## config.mk

```make
export PLATFORM = sky130hd
export DESIGN_NAME = jsq_sched
export DESIGN_NICKNAME = d
export VERILOG_FILES = /design/src/rtl/jsq_sched_pkg.sv /design/src/rtl/jsq_sched_rr_arb.sv /design/src/rtl/jsq_sched.sv
export SDC_FILE = /design/constraint.sdc
export NUM_CORES = 1
export LEC_CHECK = 0
export ABC_AREA = 1
export ABC_CLOCK_PERIOD_IN_PS = 2110
export CORE_ASPECT_RATIO = 0.7
export CORE_MARGIN = 5
export CORE_UTILIZATION = 25
export CTS_CLUSTER_SIZE = 28
export DETAILED_ROUTE_END_ITERATION = 6
export PLACE_DENSITY = 0.45
export SLEW_MARGIN = 10
export SYNTH_ARGS = -nofsm -noshare
export SYNTH_HDL_FRONTEND = slang
export SYNTH_HIERARCHICAL = 1
export SYNTH_SLANG_ARGS = --single-unit
```

## constraint.sdc

```tcl
create_clock -name clk -period 2.11 [get_ports clk]
set_input_delay 0.211 -clock clk [delete_from_list [all_inputs] [get_ports clk]]
set_output_delay 0.211 -clock clk [all_outputs]
set_load 0.02 [all_outputs]
```

## src/rtl/jsq_sched_pkg.sv

```systemverilog
// Shared definitions for the jsq_sched start scheduler: FSM state encoding and
// the width of the gap / watchdog counters.
package jsq_sched_pkg;

   localparam int JSQ_CNT_W = 8;

   typedef enum logic [2:0] {
      ST_IDLE    = 3'd0,
      ST_FIRE    = 3'd1,
      ST_WAIT_HI = 3'd2,
      ST_WAIT_LO = 3'd3,
      ST_GAP     = 3'd4
   } jsq_state_t;

endpackage

```

## src/rtl/jsq_sched_rr_arb.sv

```systemverilog
// Combinational round-robin pick for jsq_sched: the first pending requester
// found when searching upward from ptr+1 (mod N_REQ).
module jsq_sched_rr_arb #(
   parameter int N_REQ = 4,
   parameter int IDX_W = $clog2(N_REQ)
) (
   input  logic [N_REQ-1:0] pending,
   input  logic [IDX_W-1:0] ptr,
   output logic [IDX_W-1:0] winner,
   output logic             any_valid
);

   logic [IDX_W-1:0] cand;

   always_comb begin
      winner    = '0;
      any_valid = 1'b0;
      cand      = '0;
      // Scan from the farthest slot back to ptr+1 so the nearest hit is written last.
      for (int k = N_REQ; k >= 1; k--) begin
         cand = IDX_W'((int'(ptr) + k) % N_REQ);
         if (pending[cand]) begin
            winner    = cand;
            any_valid = 1'b1;
         end
      end
   end

endmodule

```

## src/rtl/jsq_sched.sv

```systemverilog
// Round-robin start scheduler for the shared one-shot pulse counter.
// Optional watchdog on the dout wait states is enabled by defining JSQ_SCHED_TMO_EN.
module jsq_sched
   import jsq_sched_pkg::*;
#(
   parameter int N_REQ   = 4,
   parameter int GAP_CYC = 2,
   parameter int TMO_CYC = 32
) (
   input  logic                     clk,
   input  logic                     rst_n,
   input  logic [N_REQ-1:0]         req,
   input  logic                     dout_in,
   output logic                     en_out,
   output logic [$clog2(N_REQ)-1:0] grant_id,
   output logic                     busy,
   output logic                     done,
   output logic                     err,
   output logic [N_REQ-1:0]         ovf
);

   localparam int IDX_W = $clog2(N_REQ);
   localparam int CW1   = JSQ_CNT_W + 1;
   localparam logic [CW1-1:0] GAP_LIM = CW1'(GAP_CYC);

   jsq_state_t           state;
   logic [IDX_W-1:0]     ptr;
   logic [N_REQ-1:0]     pending;
   logic [JSQ_CNT_W-1:0] gap_cnt;
   logic [IDX_W-1:0]     winner;
   logic                 any_valid;
   logic [N_REQ-1:0]     grant_mask;
   logic                 gap_last;

   jsq_sched_rr_arb #(
      .N_REQ (N_REQ),
      .IDX_W (IDX_W)
   ) u_arb (
      .pending   (pending),
      .ptr       (ptr),
      .winner    (winner),
      .any_valid (any_valid)
   );

   assign grant_mask = (state == ST_IDLE && any_valid) ? (N_REQ'(1) << winner) : '0;

   // GAP always lasts at least one cycle so the done pulse has somewhere to live.
   assign gap_last = (CW1'(gap_cnt) + CW1'(1)) >= GAP_LIM;

`ifdef JSQ_SCHED_TMO_EN
   localparam logic [CW1-1:0] TMO_LIM = CW1'(TMO_CYC);
   logic [JSQ_CNT_W-1:0] wd_cnt;
   logic                 wd_hit;
   logic [JSQ_CNT_W-1:0] wd_inc;

   assign wd_hit = (CW1'(wd_cnt) + CW1'(1)) >= TMO_LIM;
   assign wd_inc = (wd_cnt == '1) ? wd_cnt : wd_cnt + JSQ_CNT_W'(1);
`else
   // Watchdog limit has no effect when the waits are unbounded.
   logic tmo_unused;
   assign tmo_unused = ^TMO_CYC;
`endif

   always_ff @(posedge clk or negedge rst_n) begin
      if (!rst_n) begin
         state    <= ST_IDLE;
         ptr      <= '0;
         pending  <= '0;
         ovf      <= '0;
         gap_cnt  <= '0;
         en_out   <= 1'b0;
         grant_id <= '0;
         busy     <= 1'b0;
         done     <= 1'b0;
         err      <= 1'b0;
`ifdef JSQ_SCHED_TMO_EN
         wd_cnt   <= '0;
`endif
      end else begin
         en_out  <= 1'b0;
         done    <= 1'b0;
         err     <= 1'b0;
         // A request landing on the grant cycle of the same requester is kept as new work.
         pending <= (pending & ~grant_mask) | req;
         ovf     <= ovf | (req & pending & ~grant_mask);

         if (state == ST_GAP) begin
            if (gap_cnt != '1) gap_cnt <= gap_cnt + JSQ_CNT_W'(1);
         end else begin
            gap_cnt <= '0;
         end
`ifdef JSQ_SCHED_TMO_EN
         wd_cnt <= '0;
`endif

         case (state)
            ST_IDLE: begin
               if (any_valid) begin
                  state    <= ST_FIRE;
                  en_out   <= 1'b1;
                  busy     <= 1'b1;
                  grant_id <= winner;
                  ptr      <= winner;
               end
            end
            ST_FIRE: state <= ST_WAIT_HI;
            ST_WAIT_HI: begin
               if (dout_in) begin
                  state <= ST_WAIT_LO;
               end
`ifdef JSQ_SCHED_TMO_EN
               else if (wd_hit) begin
                  state <= ST_GAP;
                  err   <= 1'b1;
               end else begin
                  wd_cnt <= wd_inc;
               end
`endif
            end
            ST_WAIT_LO: begin
               if (!dout_in) begin
                  state <= ST_GAP;
                  done  <= 1'b1;
               end
`ifdef JSQ_SCHED_TMO_EN
               else if (wd_hit) begin
                  state <= ST_GAP;
                  err   <= 1'b1;
               end else begin
                  wd_cnt <= wd_inc;
               end
`endif
            end
            ST_GAP: begin
               if (gap_last) begin
                  state <= ST_IDLE;
                  busy  <= 1'b0;
               end
            end
            default: state <= ST_IDLE;
         endcase
      end
   end

endmodule
```

# Yosys cells after proc, flatten, opt, wreduce, memory -nomap -nowiden
# Index checks and enable logic that the tools add are counted.
[classes]
n_addsub = 6
n_eq_ne = 10
mux = 31
n_reduce_logical = 6
order_cmp = 5
shift = 1
bitwise_logic = 6
[ops]
columns = ["cell", "n"]
rows = [
  ["$mux 8", 2],
  ["$pmux 3 s5", 1],
  ["$mux 1", 14],
  ["$and 4x4->4", 3],
  ["$lt 2x3->1 const B", 4],
  ["$mux 3", 4],
  ["$add 8x1->9 const B", 1],
  ["$ge 9x2->1 const B", 1],
  ["$add 8x1->8 const B", 1],
  ["$bmux 1 s2", 4],
  ["$mux 2", 4],
  ["$ne 2x2->1 const B", 4],
  ["$ne 8x8->1 const B", 1],
  ["$or 4x4->4", 2],
  ["$eq 3x2->1 const B", 2],
  ["$add 2x1->2 const B", 2],
  ["$add 2x2->2 const B", 2],
  ["$mux 4", 1],
  ["$not 4->4", 1],
  ["$reduce_and 4->1", 1],
  ["$shl 1x2->4 const A", 1],
  ["$eq 3x1->1 const B", 1],
  ["$eq 3x3->1 const B", 1],
  ["$logic_not 3->1", 1],
  ["other kinds (6)", 6],
]
[word_totals]
input_bits = 7
register_bits = 24
out_inout_bits = 10

# Depth between registers and ports, before layout
# Gate-level depths: netlist of the first run.
[depth]
word_depth = 12
depth_mapped = 15

# Modules after synthesis
# Netlist of the first run, hierarchy kept.
[by_module_without_submodules]
columns = ["mod", "instances", "area_per_inst_um2", "seq_area_each_um2", "cells_per_inst"]
rows = [
  ["jsq_sched", 1, 1181.1, 600.6, 144],
  ["jsq_sched_rr_arb", 1, 226.5, 0.0, 49],
]

# Worst setup path after synthesis of the first run
# OpenSTA, ideal clock, no wires.
[synth_timing]
path_type = "register -> register"
start = "register ptr[0]"
end = "register ovf[1]"
path_slack_ps = 324
t_required_ps = 1986
path_buffers = 1
stages_incl_launch_ff = 14
arrival_time_ps = 1662
cell_sequence = "dfrtp_1 -> buf_6 -> inv_8 -> nand2_2 -> nand2_1 -> and2_4 -> nand2_1 -> inv_1 -> nor2_1 -> nand2_1 -> nor2_1 -> inv_1 -> o21ai_0 -> o21bai_1"
[synth_between]
elab_chain_len = 12
elab_cells_between_ends = 26
classes_between = "add/sub: 4; shift: 1; mux: 17; bitwise: 3; reduce/logical: 1"
[synth_rtl]
columns = ["element", "line", "text"]
rows = [
  ["start, declared", "jsq_sched.sv:27", "logic [IDX_W-1:0] ptr;"],
  ["start signal, assigned", "jsq_sched.sv:103", "ptr <= winner;"],
  ["$add 2x1->2", "jsq_sched_rr_arb.sv:21", "cand = IDX_W'((int'(ptr) + k) % N_REQ);"],
  ["$bmux 1 s2", "jsq_sched_rr_arb.sv:22", "if (pending[cand]) begin"],
  ["$mux 1 (implied by the code)", "jsq_sched_rr_arb.sv:22", ""],
  ["$mux 1 (3 in a row)", "jsq_sched_rr_arb.sv:22", ""],
  ["$mux 1 *", "jsq_sched_rr_arb.sv:22", ""],
  ["net any_valid", "jsq_sched.sv:31", "logic any_valid;"],
  ["$logic_and 1x1->1 *", "jsq_sched.sv:45", "assign grant_mask = (state == ST_IDLE && any_valid) ? (N_REQ'(1) << winner) : '0;"],
  ["$mux 4 *", "jsq_sched.sv:45", ""],
  ["$not 4->4 *", "jsq_sched.sv:85", "ovf <= ovf | (req & pending & ~grant_mask);"],
  ["$and 4x4->4 *", "jsq_sched.sv:85", ""],
  ["$or 4x4->4 *", "jsq_sched.sv:85", ""],
  ["end signal, assigned", "jsq_sched.sv:85", ""],
  ["end, declared", "jsq_sched.sv:19", "output logic [N_REQ-1:0] ovf"],
]
# The timed path passes the listed nets; every way through them passes the cells marked *. The select of a mux whose other input is x is not followed.
# A chain may end at the register's enable or synchronous reset.

# Final worst setup path of the first run
# Same ends and word-level chain as after synthesis.

==> impl_metrics.env, run 1 <==
export IMPL_status="complete, no violations"
export IMPL_fp_dieW_um=99.7
export IMPL_finalNetCount=222
export IMPL_layout_commonest_cell="nand2_1"
export IMPL_seq_area_frac_synth_pct=42.7
export IMPL_finClkSkew_ns=0.00231
export IMPL_clkLatencyLatePin_ns=0.27
export IMPL_cts_tree="done"
export IMPL_dr_first_iter_drc_count=42
export IMPL_ff2ff_path_depth=11
export IMPL_cp_startpoint="ptr[0]"
export IMPL_overflow=0
export IMPL_min_period_ns=1.81
export IMPL_start_util_pct=26.4
export IMPL_p_leak_uw=0.000882
export IMPL_max_stage_delay_ns=0.50
export IMPL_slew_viol_final=0
export IMPL_p_per_area_nw_per_um2=1170
export IMPL_critPathSlowestCell="dfrtp_2"
export IMPL_syn_avg_cell_area_um2=7.29
export IMPL_internal_power_uw=1100
export IMPL_cts_hold_buf=0
export IMPL_cp_num_buf_inv=2
export IMPL_core_um2=5340
export IMPL_startpoint_type="flop"
export IMPL_port_buffers=15
export IMPL_hold_path_class="input port to asynchronous set/reset pin"
export IMPL_clk_pin_slew_ns=0.09
export IMPL_crit_cells=11
export IMPL_setup_tns_ns=0
export IMPL_path_max_fanout=9
export IMPL_clock_path_buffers=2
export IMPL_grt_util_all_layers_pct=8.92
export IMPL_die_area_um2=7260
export IMPL_final_util_pct=31.8
export IMPL_drv_cap=0
export IMPL_crit_top_cell="nand2_1"
export IMPL_dp_cells=279
export IMPL_synth_top_area_share_pct=42.7
export IMPL_synthCells=193
export IMPL_rows=22
export IMPL_antenna_found_initial=0
export IMPL_die_h_um=72.8
export IMPL_htreeDepth=1
export IMPL_synth_nets=202
export IMPL_power_switching_uw=901
export IMPL_place_gp_congestion=0.705
export IMPL_worstReg2RegEnd="ovf[1]"
export IMPL_required_ns=2.27
export IMPL_rrSetupSlack_ns=0.30
export IMPL_report_final_hold_viol_count=0
export IMPL_pwr_share_clk_pct=15.8
export IMPL_num_vias=1159
export IMPL_grt_pass1_vias=1136
export IMPL_rsz0062_at_grt="no"
export IMPL_synth_largest_area_cell="dfrtp_1"
export IMPL_yosys_warnings=6
export IMPL_ant_nets=0
export IMPL_synth_distinct_cells=25
export IMPL_grt_pass1_wl_um=5280
export IMPL_post_drt_wl_per_cell_um=10.0
export IMPL_final_cell_mix="nand2_1, inv_1, dfrtp_1"
export IMPL_drive_gt1_share_pct=13.2
export IMPL_critPathCapture="ovf[1]"
export IMPL_grt_max_degree=25
export IMPL_wl_um=2850
export IMPL_root_buffer="clkbuf_8"
export IMPL_cts_sinks=24
export IMPL_netlist_area_um2=1410
export IMPL_hpwl_um=2210
export IMPL_netlist_top_cells_area="dfrtp_1, nand2_1, inv_1, nand3_1, nand2_2"
export IMPL_seq_power_share_pct=34.0
export IMPL_fin_crit_sh_pct=85.8
export IMPL_drtPass1Iterations=4
export IMPL_p_sw_share_pct=45.1
export IMPL_r2r_start="ptr[0]"
export IMPL_critPathTopFamily="simple AND/OR/NAND/NOR gates"
export IMPL_drcViolationCount=0
export IMPL_worstPathArrival_ns=1.97
export IMPL_cts_buffers=3
export IMPL_crit_chain="nand2_1 -> nand2_1 -> and2_4 -> nand2_1 -> inv_1 -> nor2_1 -> nand2_1 -> nor2_1 -> inv_1 -> o21ai_1 -> o21bai_1"
export IMPL_syn2layout_area_growth_pct=20.8
export IMPL_critPathKind="flop to flop"
export IMPL_nFillCells=598
export IMPL_setup_viol=0
export IMPL_worst_setup_path_end_kind="flop"
export IMPL_fmax_mhz=552
export IMPL_antenna_diode_count=0
export IMPL_combPwrFrac_pct=50.1
export IMPL_pin_count=17
export IMPL_post_drt_via_cell_ratio=4.08
export IMPL_ys_ff_latch=24
export IMPL_instances_no_fill=284
export IMPL_max_vdd_ir_drop_v=0.000481
-- state kept, by name, indices dropped and copies added (netlist names) --
name,count
gap_cnt,8
ovf,4
pending,4
state,3
ptr,2
busy,1
done,1
en_out,1
-- worst min-delay path by stage --
stage / start / end / slack (ns)
floorplan: rst_n / busy / -0.08
global placement: ovf[0] / ovf[0] / 0.46
detailed placement: ovf[2] / ovf[2] / 0.47
CTS: rst_n / ovf[3] / 0.30
global route: rst_n / ovf[3] / 0.31
finish: rst_n / ovf[2] / 0.30
-- power groups by stage --
stage | logic (uW) | registers [uW] | clock network, uW
2_1_floorplan | 740 | 681 | 0
3_3_place_gp | 1000 | 691 | 0
3_5_place_dp | 977 | 691 | 0
4_1_cts | 982 | 682 | 331
5_1_grt | 1190 | 695 | 351
6_report | 1000 | 679 | 316
-- cell families after synthesis --
kind of cell,Yosys count,share of synthesized area (%)
AOI/OAI and AO/OA,19,9.24
DFF,24,42.7
buffers and inverters,36,10.9
other,1,0.266
adders and majority gates,2,1.78
and+or+nand+nor,111,35.1
-- layout make-up --
type                    instances  area, um2  share of cell area [%]
multi-input cells             133        653                    38.4
flip-flops and latches         24        602                    35.4
repair buffers                 17        165                    9.71
inverters                      34        135                    7.95
well taps                      72       90.1                    5.30
clock buffers                   4       55.1                    3.24
-- synth_stat cells, drive strengths merged --
cell    number
o31ai        2
inv         33
buf          2
clkinv       1
ha           2
nand3       14
o22ai        1
conb         1
nand4        2
nor2        18
a21oi        1
dfrtp       24
o21a         1
o21bai       5
and2         1
nand2       76
o21ai        9
-- metrics by stage --
| step | hold slack (ns) | instance area [um2] | total power (uW) | worst slack [ns] |
|---|---|---|---|---|
| after floorplan | -0.0846 | 1410 | 1420 | 0.324 |
| after global placement | 0.461 | 1640 | 1700 | 0.0716 |
| after detailed placement | 0.469 | 1640 | 1670 | 0.0805 |
| after CTS | 0.300 | 1690 | 2000 | 0.0573 |
| after global routing | 0.313 | 1700 | 2240 | 0.0220 |
| final | 0.296 | 1700 | 2000 | 0.299 |
-- routing by layer --
metal	up-vias	GRT usage (%)	share of wire (%)	wire, um
met5	-	0	0	0
met4	0	0.909	0.28	8
met3	2	3.25	5.3	150
met2	20	12.7	37	1070
met1	510	13.2	57	1620
li1	627	-	-	-
-- what timing repair did --
item	in CTS	in global routing
resized for setup	0	3
setup buffers	0	1
endpoints found under the setup margin	0	6
endpoints found under the hold margin	0	0
Power figures use the tool's default switching activity.
==> run 2: changes to the inputs <==
Settings changed: CAP_MARGIN set to 5.
==> results of run 2 <==
No change in the layout: final DEF, timing and power equal those of run 1.
==> run 3: changes to the inputs <==
Settings changed: ABC_AREA 1 to unset, CTS_CLUSTER_DIAMETER set to 50, PLACE_DENSITY 0.45 to 0.46, REMOVE_ABC_BUFFERS set to 1.
==> impl_metrics.env, run 3 <==
export IMPL_critPathSlowestCell="dfrtp_1"
export IMPL_cts_hold_buf=0
export IMPL_syn2layout_area_growth_pct=24.8
export IMPL_rows=20
export IMPL_clock_path_buffers=2
export IMPL_drv_cap=0
export IMPL_power_switching_uw=539
export IMPL_crit_cells=5
export IMPL_ff2ff_path_depth=5
export IMPL_largest_register_ffs=8
export IMPL_nFillCells=438
export IMPL_die_area_um2=6150
export IMPL_worst_setup_path_end_kind="flop"
export IMPL_min_period_ns=1.80
export IMPL_grt_max_degree=15
export IMPL_worstPathArrival_ns=1.95
export IMPL_final_cell_mix="dfrtp_1, clkdlybuf4s50_1, nand2_1, nor2_1, a21oi_1"
export IMPL_clk_pin_slew_ns=0.09
export IMPL_hold_ws_ns=0.266
export IMPL_critPathKind="flop to flop"
export IMPL_synthCells=117
export IMPL_drive_gt1_share_pct=7.41
export IMPL_yosys_warnings=6
export IMPL_post_drt_wl_per_cell_um=13.4
export IMPL_synthArstFlopShare_pct=100
export IMPL_synth_top_area_share_pct=51.5
export IMPL_yosysMostFrequentCell="dfrtp_1"
export IMPL_start_util_pct=26.3
export IMPL_pin_count=17
export IMPL_ys_ff_latch=24
export IMPL_port_buffers=15
export IMPL_hold_path_class="input port to asynchronous set/reset pin"
export IMPL_startpoint_type="flop"
export IMPL_antenna_diode_count=0
export IMPL_top_register="gap_cnt"
export IMPL_path_max_fanout=7
export IMPL_synth_edf_count=0
export IMPL_multi_input_area_um2=526
export IMPL_cp_num_buf_inv=0
export IMPL_core_um2=4430
export IMPL_finClkSkew_ns=0.00170
export IMPL_p_sw_share_pct=34.4
export IMPL_dr_first_iter_drc_count=50
export IMPL_cts_buffers=3
export IMPL_pwr_share_clk_pct=26.0
export IMPL_overflow=0
export IMPL_report_final_hold_viol_count=0
export IMPL_r2r_start="gap_cnt[0]"
export IMPL_seq_power_share_pct=41.8
export IMPL_root_buffer="clkbuf_8"
export IMPL_wl_um=2550
export IMPL_slew_viol_final=0
export IMPL_crit_chain="ha_1 -> and4_1 -> nand4_1 -> xnor2_1 -> nor2_1"
export IMPL_synth_distinct_cells=40
export IMPL_critPathTopFamily="simple AND/OR/NAND/NOR gates"
export IMPL_status="complete, no violations"
export IMPL_required_ns=2.26
export IMPL_cts_tree="done"
export IMPL_layout_commonest_cell="dfrtp_1"
export IMPL_syn_avg_cell_area_um2=9.97
export IMPL_netlist_area_um2=1170
export IMPL_clkLatencyLatePin_ns=0.27
export IMPL_combPwrFrac_pct=32.1
export IMPL_netlist_top_cells_area="dfrtp_1, nand2_1, nor2_1, a21oi_1, o21bai_1"
export IMPL_p_leak_uw=0.000588
export IMPL_num_vias=896
export IMPL_drcViolationCount=0
export IMPL_synth_largest_area_cell="dfrtp_1"
export IMPL_fin_crit_sh_pct=85.5
export IMPL_cts_repair_resized=0
export IMPL_grt_util_all_layers_pct=9.03
export IMPL_setup_viol=0
export IMPL_synthFlopType="dfrtp_1"
export IMPL_worstReg2RegEnd="gap_cnt[0]"
export IMPL_seq_area_um2=601
export IMPL_grt_pass1_vias=902
export IMPL_seq_area_frac_synth_pct=51.5
export IMPL_finalNetCount=145
export IMPL_max_stage_delay_ns=0.45
export IMPL_reg_largest_list="gap_cnt (8), ovf (4), pending (4)"
export IMPL_ys_top_cells_by_count="dfrtp_1, nand2_1, nor2_1"
export IMPL_place_gp_congestion=0.833
export IMPL_post_drt_via_cell_ratio=4.72
export IMPL_antenna_found_initial=0
export IMPL_rsz0062_at_grt="no"
export IMPL_rrSetupSlack_ns=0.31
export IMPL_max_vdd_ir_drop_v=0.000340
export IMPL_hpwl_um=1980
export IMPL_cts_setup_buffers=0
export IMPL_fp_dieW_um=91.6
export IMPL_setup_tns_ns=0
export IMPL_cts_sinks=24
export IMPL_fmax_mhz=554
export IMPL_p_per_area_nw_per_um2=1080
export IMPL_htreeDepth=1
export IMPL_ant_nets=0
export IMPL_drtPass1Iterations=4
export IMPL_grt_pass1_wl_um=4370
export IMPL_die_h_um=67.1
export IMPL_internal_power_uw=1030
-- run 3: cell types whose count changed after synthesis, moves of 7 or more --
| cell | previous run | this run |
|---|---|---|
| o21ai_0 | 7 | 0 |
| a21oi_1 | 0 | 8 |
| inv_1 | 32 | 5 |
| nand2_2 | 8 | 0 |
| nand3_1 | 12 | 3 |
| nand2_1 | 68 | 12 |
-- run 3: worst register-to-register path, delay by kind of cell (launching register included) --
kind                       cells  cell delay [ns]
xor gates and xnor gates       1             0.26
adders and majority gates      1             0.27
DFF                            1             0.45
and+or+nand+nor                3             0.70
-- run 3: cells by family after synthesis --
group	count (synthesis)	share of synthesized area, %
AOI/OAI and AO/OA	30	18.2
and+or+nand+nor	46	20.5
adders and majority gates	2	2.15
muxes	1	0.858
other	1	0.322
xor gates and xnor gates	4	3.00
buffers and inverters	9	3.43
DFF	24	51.5
-- run 3: metrics by stage --
step / power (uW) / cell area [um2] / utilization (%) / instances / setup slack [ns]
2_1_floorplan: 984 / 1150 / - / 114 / 0.537
3_3_place_gp: 1160 / 1380 / 31.2 / 186 / 0.435
3_5_place_dp: 1180 / 1380 / 31.2 / 186 / 0.346
4_1_cts: 1590 / 1460 / 32.9 / 190 / 0.329
5_1_grt: 1680 / 1460 / 32.9 / 190 / 0.199
6_report: 1570 / 1460 / 32.9 / 190 / 0.306
-- run 3: final cells by class --
cell class,count,share of cell area [%]
Sequential cell,24,41.3
Multi-Input combinational cell,84,36.1
Timing Repair Buffer,17,11.3
Tap cell,55,4.73
Clock buffer,3,2.84
Clock inverter,1,2.06
Inverter,6,1.63
-- run 3: layer usage --
layer | wire (um) | track usage, %
met1 | 1340 | 12.1
met2 | 1110 | 14.4
met3 | 77 | 2.34
met4 | 26 | 2.82
met5 | 0 | 0
-- run 3: worst max-delay path by stage --
| stage | start | to | slack [ns] |
|---|---|---|---|
| finish | gap_cnt[0] | gap_cnt[0] | 0.31 |
| CTS | gap_cnt[0] | gap_cnt[0] | 0.33 |
| detailed placement | gap_cnt[0] | gap_cnt[0] | 0.35 |
| global route | gap_cnt[0] | gap_cnt[1] | 0.20 |
| floorplan | gap_cnt[0] | busy | 0.54 |
| global placement | pending[1] | ovf[2] | 0.43 |
-- run 3: power by group through the flow --
stage                     registers, uW  logic [uW]  clock network (uW)
final                               655         504                 408
after global routing                674         563                 439
after CTS                           655         516                 417
after detailed placement            663         514                   0
after global placement              655         506                   0
after floorplan                     680         304                   0
